File: src/rtl/bus_timer_if.sv
// CPU-side bus bundle for bus_timer: address, write data/enable in; read data, ready
// and interrupt out.
interface bus_timer_if;
   logic [15:0] AB;
   logic [7:0]  DI;
   logic        WE;
   logic [7:0]  DO;
   logic        DOV;
   logic        RDY;
   logic        IRQ;

   modport slave (
      input  AB,
      input  DI,
      input  WE,
      output DO,
      output DOV,
      output RDY,
      output IRQ
   );

   modport master (
      output AB,
      output DI,
      output WE,
      input  DO,
      input  DOV,
      input  RDY,
      input  IRQ
   );
endinterface

File: src/rtl/bus_timer.sv
// 65C02 bus responder: 8-byte register window with programmable wait states and a
// 16-bit down-counting timer with level interrupt.
module bus_timer #(
   parameter logic [15:0] BASE = 16'hFE00,
   parameter int unsigned WAIT = 1,
   parameter logic [7:0]  ID   = 8'h65
) (
   input logic        clk,
   input logic        RST,
   bus_timer_if.slave bus
);

   localparam logic [3:0] WaitCycles = 4'(WAIT);
   localparam bit         HasWait    = (WAIT != 0);

   typedef enum logic {StIdle, StWaiting} state_e;

   state_e      state_q;
   logic [3:0]  wcnt_q;

   logic        sel;
   logic        rdy;
   logic        commit;
   logic        wr;
   logic        rd;
   logic [2:0]  addr;

   logic        en_q, en_d;
   logic        reload_q, reload_d;
   logic        ien_q, ien_d;
   logic        exp_q, exp_d;
   logic [15:0] load_q, load_d;
   logic [15:0] cnt_q, cnt_d;
   logic [7:0]  snap_q, snap_d;
   logic [7:0]  scratch_q, scratch_d;
   logic [7:0]  do_q, do_d;
   logic        dov_q, dov_d;
   logic [7:0]  rdata;
   logic        expire;

   assign addr   = bus.AB[2:0];
   assign sel    = (bus.AB[15:3] == BASE[15:3]);
   assign commit = sel & rdy;
   assign wr     = commit & bus.WE;
   assign rd     = commit & ~bus.WE;
   assign expire = en_q & (cnt_q == 16'd0);

   // RDY only ever drops while this window is addressed.
   always_comb begin
      rdy = 1'b1;
      unique case (state_q)
         StIdle:    rdy = ~(sel & HasWait);
         StWaiting: rdy = ~sel | (wcnt_q == 4'd0);
         default:   rdy = 1'b1;
      endcase
   end

   always_ff @(posedge clk) begin
      if (RST) begin
         state_q <= StIdle;
         wcnt_q  <= 4'd0;
      end else begin
         unique case (state_q)
            StIdle: begin
               if (sel && HasWait) begin
                  wcnt_q  <= WaitCycles - 4'd1;
                  state_q <= StWaiting;
               end
            end
            StWaiting: begin
               if (!sel || wcnt_q == 4'd0) begin
                  state_q <= StIdle;
               end else begin
                  wcnt_q <= wcnt_q - 4'd1;
               end
            end
            default: state_q <= StIdle;
         endcase
      end
   end

   always_comb begin
      rdata = 8'h00;
      case (addr)
         3'd0:    rdata = {5'b0, ien_q, reload_q, en_q};
         3'd1:    rdata = {7'b0, exp_q};
         3'd2:    rdata = load_q[7:0];
         3'd3:    rdata = load_q[15:8];
         3'd4:    rdata = cnt_q[7:0];
         3'd5:    rdata = snap_q;
         3'd6:    rdata = scratch_q;
         default: rdata = ID;
      endcase
   end

   // Priority order: timer step, then CPU writes override, then expiry sets EXP last.
   always_comb begin
      en_d      = en_q;
      reload_d  = reload_q;
      ien_d     = ien_q;
      exp_d     = exp_q;
      load_d    = load_q;
      cnt_d     = cnt_q;
      snap_d    = snap_q;
      scratch_d = scratch_q;
      do_d      = do_q;
      dov_d     = rd;

      if (en_q) begin
         if (cnt_q != 16'd0) begin
            cnt_d = cnt_q - 16'd1;
         end else if (reload_q) begin
            cnt_d = load_q;
         end else begin
            en_d = 1'b0;
         end
      end

      if (wr) begin
         case (addr)
            3'd0: {ien_d, reload_d, en_d} = bus.DI[2:0];
            3'd1: begin
               if (bus.DI[0]) exp_d = 1'b0;
            end
            3'd2: load_d[7:0] = bus.DI;
            3'd3: begin
               load_d[15:8] = bus.DI;
               cnt_d        = {bus.DI, load_q[7:0]};
            end
            3'd6: scratch_d = bus.DI;
            default: ;
         endcase
      end

      if (expire) exp_d = 1'b1;

      if (rd) begin
         do_d = rdata;
         if (addr == 3'd4) snap_d = cnt_q[15:8];
      end
   end

   always_ff @(posedge clk) begin
      if (RST) begin
         en_q      <= 1'b0;
         reload_q  <= 1'b0;
         ien_q     <= 1'b0;
         exp_q     <= 1'b0;
         load_q    <= 16'd0;
         cnt_q     <= 16'd0;
         snap_q    <= 8'd0;
         scratch_q <= 8'd0;
         do_q      <= 8'd0;
         dov_q     <= 1'b0;
      end else begin
         en_q      <= en_d;
         reload_q  <= reload_d;
         ien_q     <= ien_d;
         exp_q     <= exp_d;
         load_q    <= load_d;
         cnt_q     <= cnt_d;
         snap_q    <= snap_d;
         scratch_q <= scratch_d;
         do_q      <= do_d;
         dov_q     <= dov_d;
      end
   end

   assign bus.RDY = rdy;
   assign bus.DO  = do_q;
   assign bus.DOV = dov_q;
   assign bus.IRQ = exp_q & ien_q;

endmodule
File: src/flat_wrapper.sv
// flat-port wrapper written by rule: the top's interface ports become plain ports
module bus_timer_flat 
#(
   parameter logic [15:0] BASE = 16'hFE00,
   parameter int unsigned WAIT = 1,
   parameter logic [7:0]  ID   = 8'h65
)
  (clk, RST, bus_AB, bus_DI, bus_WE, bus_DO, bus_DOV, bus_RDY, bus_IRQ);
  bus_timer_if bus_i ();
  input logic clk;
  input logic RST;
  input wire logic [$bits(bus_i.AB)-1:0] bus_AB;
  input wire logic [$bits(bus_i.DI)-1:0] bus_DI;
  input wire logic [$bits(bus_i.WE)-1:0] bus_WE;
  output wire logic [$bits(bus_i.DO)-1:0] bus_DO;
  output wire logic [$bits(bus_i.DOV)-1:0] bus_DOV;
  output wire logic [$bits(bus_i.RDY)-1:0] bus_RDY;
  output wire logic [$bits(bus_i.IRQ)-1:0] bus_IRQ;
  assign bus_i.AB = bus_AB;
  assign bus_i.DI = bus_DI;
  assign bus_i.WE = bus_WE;
  assign bus_DO = bus_i.DO;
  assign bus_DOV = bus_i.DOV;
  assign bus_RDY = bus_i.RDY;
  assign bus_IRQ = bus_i.IRQ;
  bus_timer #(.BASE(BASE), .WAIT(WAIT), .ID(ID)) u_core (.clk(clk), .RST(RST), .bus(bus_i));
endmodule
File: config.mk
export PLATFORM = sky130hd
export DESIGN_NAME = bus_timer_flat
export DESIGN_NICKNAME = d
export VERILOG_FILES = /design/src/rtl/bus_timer_if.sv /design/src/rtl/bus_timer.sv /design/src/flat_wrapper.sv
export SDC_FILE = /design/constraint.sdc
export NUM_CORES = 1
export LEC_CHECK = 0
export ABC_AREA = 1
export BUFFER_PORTS_ARGS = -buffer_cell sky130_fd_sc_hd__buf_2
export CAP_MARGIN = 20
export CORE_MARGIN = 2
export CORE_UTILIZATION = 35
export CTS_CLUSTER_SIZE = 8
export DETAILED_ROUTE_END_ITERATION = 16
export GPL_TIMING_DRIVEN = 0
export PLACE_DENSITY = 0.5
export SLEW_MARGIN = 40
export SYNTH_ARGS = -nofsm -noshare
export SYNTH_HDL_FRONTEND = slang
export SYNTH_SLANG_ARGS = --single-unit
File: constraint.sdc
create_clock -name clk -period 2 [get_ports clk]
set_input_delay 0.1 -clock clk [delete_from_list [all_inputs] [get_ports clk]]
set_output_delay 0.1 -clock clk [all_outputs]
set_load 0.02 [all_outputs]
Yosys cells after proc, flatten, opt, wreduce, memory -nomap -nowiden:

Cells that the tools add are included.

* input bits: 27
* logic and storage cells: 71
* output and inout bits: 11
* register bits after elaboration: 66

* add/sub/neg operators: 2
* multiplexer cells: 22
* equal/unequal tests: 9
* reductions and logical operators: 16
* bitwise logic cells: 9

Operator list (number)
* $mux 16: 5
* $pmux 8 s7: 1
* $logic_not 16->1: 1
* $reduce_bool 16->1: 1
* $sub 16x1->16 const B: 1
* $eq 13x13->1 const B: 1
* $reduce_and 2->1: 6
* $mux 1: 11
* $eq 3x3->1 const B: 3
* $mux 4: 2
* $pmux 4 s2: 1
* $eq 3x2->1 const B: 2
* $reduce_bool 2->1: 3
* $and 1x1->1: 5
* $logic_not 4->1: 1
* $pmux 1 s2: 2
* $sub 4x1->4 const B: 1
* $eq 3x1->1 const B: 1
* $logic_not 3->1: 1
* $not 1->1: 3
* $reduce_and 3->1: 1
* $ne 2x1->1 const B: 1
* $ne 2x2->1 const B: 1
* $logic_not 1->1: 1
* 2 further kinds: 2

Longest topological paths before layout:

Gate-level depths: netlist of the first run.

* depth after elaboration: 8
* depth in mapped cells: 11
* depth with buffers taken out: 11

Least setup slack after synthesis of the first run:

OpenSTA, ideal clock, no wires.

* path type: reg-to-reg
* start: register u_core.wcnt_q[0]
* end: register u_core.cnt_q[4]
* data arrival time: 1505 ps
* data required time: 1891 ps
* period minus slack after synthesis: 1614 ps
* setup slack: 386 ps
* buffers on the path: 1
* setup time: 109 ps
* cell stages (with the launch flop): 11
* cell sequence: dfxtp_1 -> inv_1 -> ha_1 -> nand2_1 -> nor3_4 -> nand4_2 -> buf_2 -> nor2_1 -> nor2_1 -> nand2_1 -> inv_1

* word-level cells in the longest chain between the ends: 6

RTL lines
* start: declaration: line bus_timer.sv:19 `logic [3:0] wcnt_q;`
* start signal: assignment: line bus_timer.sv:66 `wcnt_q <= WaitCycles - 4'd1;`
* start signal: assignment: line bus_timer.sv:74 `wcnt_q <= wcnt_q - 4'd1;`
* $logic_not 4->1: line bus_timer.sv:53 `StWaiting: rdy = ~sel | (wcnt_q == 4'd0);`
* $or 1x1->1: line bus_timer.sv:53
* $pmux 1 s2: line bus_timer.sv:51 `unique case (state_q)`
* $and 1x1->1: line bus_timer.sv:43 `assign commit = sel & rdy;`
* $and 1x1->1: line bus_timer.sv:44 `assign wr = commit & bus.WE;`
* $mux 16: line bus_timer.sv:119 `if (wr) begin`
* end signal: assignment: line bus_timer.sv:161 `cnt_q <= cnt_d;`
* end: declaration: line bus_timer.sv:33 `logic [15:0] cnt_q, cnt_d;`

Every way passes these cells.
A chain may end at the register's enable or synchronous reset.

Final worst setup path of the first run:

* start: register u_core.wcnt_q[0]
* end: register u_core.cnt_q[12]

The elaborated chain is that of the path after synthesis.

==> results of run 1 <==
cell families after synthesis:
logic type,Yosys count,synth area share
DFF,66,0.352
AOI/OAI and AO/OA,117,0.172
buffers and inverters,98,0.102
xor gates and xnor gates,5,0.0117
and+or+nand+nor,296,0.350
adders and majority gates,4,0.0133
cells in the mapped netlist, types with 5 or more instances:
cell	count	area share
nand2_1	142	0.14
inv_1	77	0.077
nor2_1	70	0.070
dfxtp_1	66	0.35
a21oi_1	51	0.068
nand3_1	44	0.059
o21ai_0	43	0.057
nand4_1	17	0.028
clkbuf_1	12	0.012
a211oi_1	10	0.020
nor3_1	6	0.0080
xor2_1	5	0.012
metal layers:
layer	vias to the layer above	global-route usage	share of wire	wire length, microns
met5	-	0	0	0
li1	2023	-	-	-
met4	0	0.0778	0.021	270
met2	141	0.360	0.43	5660
met3	25	0.0321	0.061	799
met1	1913	0.343	0.48	6300
area by class of cell:
cell class / count / area, sq um
Fill cell: 1152 / 6000
Clock buffer: 11 / 131
Clock inverter: 5 / 31.3
Tap cell: 136 / 170
Inverter: 80 / 300
Sequential cell: 66 / 1320
Buffer: 17 / 86.3
Multi-Input combinational cell: 422 / 2080
Timing Repair Buffer: 43 / 245
cell usage in the layout (no fill, tap or decap), drive strengths merged, types with 19 or more instances in the layout:
cell type and n:
a21oi 52, inv 80, nor2 78, nand4 19
dfxtp 66, buf 49, clkbuf 22, nand3 47
nand2 143, o21ai 45
where the power goes:
| group | leakage [nW] | total, mW | switching [mW] | internal [mW] |
|---|---|---|---|---|
| Sequential | 0.531 | 1.31 | 0.0000135 | 1.31 |
| Combinational | 1.44 | 0.121 | 0.0875 | 0.0339 |
| Clock | 0.0831 | 0.988 | 0.541 | 0.446 |
| Total | 2.05 | 2.42 | 0.629 | 1.79 |
registers in the layout, indices dropped and copies added, names as in the netlist, 4 cells and up:
register,count
u_core.bus.DO,8
u_core.cnt_q,16
u_core.load_q,16
u_core.scratch_q,8
u_core.snap_q,8
u_core.wcnt_q,4
worst min-delay path, delay by kind of cell:
| kind | cells | cell delay [ns] |
|---|---|---|
| AO/OA/AOI/OAI | 1 | 0.06 |
| buffers and inverters | 2 | 0.19 |
worst max-delay path by stage:
stage / slack (ns) / end / from
finish: 0.11 / u_core.cnt_q[12] / u_core.wcnt_q[0]
global route: -0.03 / u_core.cnt_q[5] / u_core.cnt_q[0]
CTS: 0.04 / bus_RDY / u_core.wcnt_q[0]
detailed placement: -0.05 / u_core.cnt_q[1] / u_core.reload_q
global placement: -0.1 / u_core.cnt_q[1] / u_core.reload_q
floorplan: 0.39 / u_core.cnt_q[4] / u_core.wcnt_q[0]
repair_timing:
action                                  4_1_cts  5_1_grt
pin swaps                                     0        4
hold endpoints to repair                      0        0
gates cloned                                  0        0
resized for setup                             2       11
endpoints found under the setup margin       19       40
setup buffers                                 0        7
==> key figures, run 1 <==
Place
  – Place WS: -0.0546 ns
  – Placed inst area: 4100 sq um
  – DP Cell Count: 758
  – IO buf count: 36
  – RePlAce Congestion: 0.902
  – Hpwl dp: 9960 microns

Clock tree
  – Num Clock Sinks: 66
  – CTS Buffer Depth: 2
  – CTS Buf Count: 9
  – Htree depth: 3
  – Cts hold-fix bufs: 0
  – Clk Latency, worst-skew pair: 0.35 ns
  – CTS tree: built
  – Worst-path clk slew: 0.08 ns
  – Root Driver: clkbuf_8

Finish
  – Util after Layout: 0.421
  – Post-route insts no fill: 780
  – Antenna diodes: 0
  – Area Overhead vs Synth: 16.4%
  – Cell area after layout: 4370 sq um
  – Layout cells sized above 1: 0.138
  – Nets: 670

Yosys
  – Yosys reg bits: 66
  – Sequential fraction of the synthesis area: 0.352
  – Top_reg_cell synth: dfxtp_1
  – Yosys Warn Count: 0
  – Syn Inst Count: 586
  – Post-synth ARST share: 0
  – Syn Area/Cell: 6.41 sq um
  – Mapped cell area: 3750 sq um
  – EDFF count, synth: 0
  – Netlist cell types: 33
  – Syn Nets: 617

GRT
  – Tot GR Track Use: 0.236
  – Largest net degree at the start of global routing: 12
  – Antenna violations before repair: 0
  – First-pass GRT wire length: 20400 microns
  – Vias in the first global route: 3759
  – Grt total ovfl: 0

Timing
  – Clock Skews: 0.00870 ns
  – Final hold vios: 0
  – Setup tns final: 0 ns
  – Setup violations, final: 0
  – Slew Viols, Final: 0
  – WHS: 0.0375 ns
  – Maximum clock frequency: 0.530 GHz
  – Final Critical Period: 1.89 ns
  – Worst slew margin: 0.480
  – Tcrit/Tclk final: 0.944
  – Worst Tran Pin Value: 0.780 ns
  – RSZ-0062 raised after global routing: yes
  – Post-layout worst setup margin: 0.112 ns

Setup path
  – Crit path max fanout: 10
  – WP data required: 2.28 ns
  – Top Family by Delay on Critical Path: simple AND/OR/NAND/NOR gates
  – Critical path's largest stage delay: 0.33 ns
  – Reg2reg setup slack: 0.11 ns
  – Critical path class: flop to flop
  – Worst path most repeated cell: nand2_1
  – Crit path depth: 10
  – Reg2Reg Depth: 10
  – Arrival @ worst endpoint: 2.17 ns
  – Worst r2r src: u_core.wcnt_q[0]
  – Slowest CP cell: dfxtp_1
  – CP Buf/Inv Count: 4
  – CP Cell Sequence: inv_1, ha_1, nand2_1, nor3_4, buf_12, nand4_4, inv_2, buf_4, nand2_1, a21oi_2
  – Crit end category: flop
  – CP Launch Type: flop
  – R2r endpoint: u_core.cnt_q[12]

Pwr
  – Total power draw: 2.42 mW
  – Worst vdd ir: 303 uV
  – Leakage: 2.05 nW
  – Pwr per Cell Area: 554 nW/um^2

Drt
  – Routed len/inst: 16.7 microns
  – Antenna viol nets, final: 0
  – Residual DRC: 0
  – Drt initial violations: 369
  – Total number of vias: 4102
  – Drt pass-1 iters: 5
  – Drt via density: 5.26
  – Post-Route WL: 13000 microns

Worst hold path
  – Hold path endpoint: u_core.load_q[7]
  – Hold wc startpoint: bus_DI[7]
  – Hold path depth: 3
  – Hold WC Path Type: input pin to flop

Floorplan
  – Core ar.: 10400 sq um
  – Die ar.: 11600 sq um
  – Row Count: 37
  – Io pins: 38
  – Die Span Y: 108 microns
  – Die width: 108 microns
  – Initial core utilization: 0.362

Job
  – Max_cap viols: 0

Outcome
  – Status: completed
(Power assumes the default switching activity.)
==> inputs of run 2 (changes only) <==
Settings changed: PLACE_DENSITY 0.5 to unset.
==> key figures, run 2 (synthesis gave the netlist of run 1 again) <==
Finish
  – Largest regs: u_core.cnt_q: 16 flops, u_core.load_q: 16 flops
  – Nets: 677
  – # fillers: 1120
  – Multi-input logic area: 2100 sq um
  – Util after Layout: 0.431
  – Area Overhead vs Synth: 18.9%
  – Cell area after layout: 4460 sq um
  – Layout cells sized above 1: 0.157
  – Antenna diodes: 0
  – Most frequent cells in the layout: nand2_1 (138), inv_1 (77), nor2_1 (67)
  – Reg area: 1320 sq um
  – Commonest non-fill, non-tap cell in the layout: nand2_1

Clock tree
  – Clk Latency, worst-skew pair: 0.37 ns
  – Worst-path clk slew: 0.08 ns
  – Num Clock Sinks: 66
  – Root Driver: clkbuf_8
  – CTS Buffer Depth: 2
  – CTS Buf Count: 9
  – Cts hold-fix bufs: 0
  – Htree depth: 3
  – CTS tree: built

GRT
  – Largest net degree at the start of global routing: 14
  – Antenna violations before repair: 0
  – Vias in the first global route: 3952
  – Tot GR Track Use: 0.226
  – First-pass GRT wire length: 19900 microns
  – Grt total ovfl: 0

Setup path
  – Critical path's largest stage delay: 0.33 ns
  – Worst path most repeated cell: nand2_1
  – Critical path class: flop to flop
  – Crit path max fanout: 10
  – Arrival @ worst endpoint: 2.19 ns
  – WP data required: 2.29 ns
  – Slowest CP cell: dfxtp_1
  – CP Cell Sequence: inv_1, ha_1, nand2_1, nor3_4, buf_4, nand4_4, inv_2, buf_6, nand2_1, a21oi_1
  – CP Launch Type: flop
  – Crit end category: flop
  – Top Family by Delay on Critical Path: simple AND/OR/NAND/NOR gates
  – CP Buf/Inv Count: 4

Place
  – Hpwl dp: 9540 microns
  – RePlAce Congestion: 0.930
  – Placed inst area: 4100 sq um
  – IO buf count: 36

Timing
  – Worst slew margin: 0.406
  – Setup tns final: 0 ns
  – Clock Skews: 0.0140 ns
  – Slew Viols, Final: 0
  – Worst Tran Pin Value: 0.884 ns
  – Maximum clock frequency: 0.526 GHz
  – Final hold vios: 0
  – Tcrit/Tclk final: 0.950
  – Setup violations, final: 0
  – Final Critical Period: 1.90 ns
  – RSZ-0062 raised after global routing: yes

Worst hold path
  – Hold WC Path Type: input pin to flop

Drt
  – Routed len/inst: 15.9 microns
  – Drt initial violations: 395
  – Post-Route WL: 12500 microns
  – DR WL met2: 5540 microns
  – DR WL met3: 881 microns
  – Drt via density: 5.26
  – Highest Signal Layer: met4
  – Met1 WL: 5600 microns
  – Residual DRC: 0
  – Antenna viol nets, final: 0
  – Drt pass-1 iters: 5
  – Total number of vias: 4139

Floorplan
  – Io pins: 38
  – Row Count: 37
  – Die width: 108 microns
  – Die Span Y: 108 microns
  – Initial core utilization: 0.362
  – Core ar.: 10400 sq um
  – Die ar.: 11600 sq um

Pwr
  – Total power draw: 2.60 mW
  – Worst vdd ir: 475 uV
  – Pwr per Cell Area: 583 nW/um^2
  – Leakage: 2.10 nW

Outcome
  – Status: completed

Job
  – Max_cap viols: 0
==> run 2: cell types whose count changed in the layout (fill, tap and decap cells not counted), moves of 2 or more <==
cell / delta
clkinv_2: -2
buf_4: +7
inv_6: +2
nand2_2: +3
nand2_1: -3
==> run 2: worst register-to-register path: cells and delay by family (launching register included) <==
kind / cells / cell delay [ns]
simple gates: 4 / 0.64
flops: 1 / 0.33
buf+inv: 4 / 0.56
fa+ha+maj: 1 / 0.15
compound gates: 1 / 0.15
==> run 2: metrics by stage <==
| stage | cells | setup WS, ns | hold WS, ns |
|---|---|---|---|
| 2_1_floorplan | 586 | 0.386 | 0.248 |
| 3_3_place_gp | 758 | 0.0283 | 0.394 |
| 3_5_place_dp | 758 | 0.0290 | 0.402 |
| 4_1_cts | 774 | 0.00937 | 0.0107 |
| 5_1_grt | 787 | -0.0436 | 0.0399 |
| 6_report | 787 | 0.0995 | 0.0301 |
==> run 2: path summary, 6_finish.rpt <==
kind,slack (ns),from,to,depth (start not counted)
worst max-delay path,0.1,u_core.wcnt_q[0],u_core.cnt_q[13],10
worst min-delay path,0.03,bus_DI[6],u_core.load_q[6],3
worst max register to register,0.1,u_core.wcnt_q[0],u_core.cnt_q[13],10
worst min register to register,0.47,u_core.bus.DO[1],u_core.bus.DO[1],2
==> run 2: report_power, final <==
group          internal, mW  total, mW  switching (mW)
combinational        0.0340      0.120          0.0858
sequential             1.31       1.31       0.0000134
clock                 0.583       1.17           0.588
==> run 2: what timing repair did <==
item	in CTS	in global routing
gates resized for setup	0	22
setup buffers	0	13
setup endpoints to repair	0	35
==> run 2: layout make-up <==
cell class,count,share of cell area
inverter,80,0.0673
timing repair buffer,49,0.0622
clock inverter,7,0.0171
buffer,18,0.0216
tap,136,0.0381
clock buffer,9,0.0277
multi-input combinational,422,0.470
sequential,66,0.296
==> run 2: routing by layer <==
layer	vias up	global-route usage
li1	2036	-
met1	1924	0.295
met2	142	0.354
met3	37	0.0430
met4	0	0.116
met5	-	0
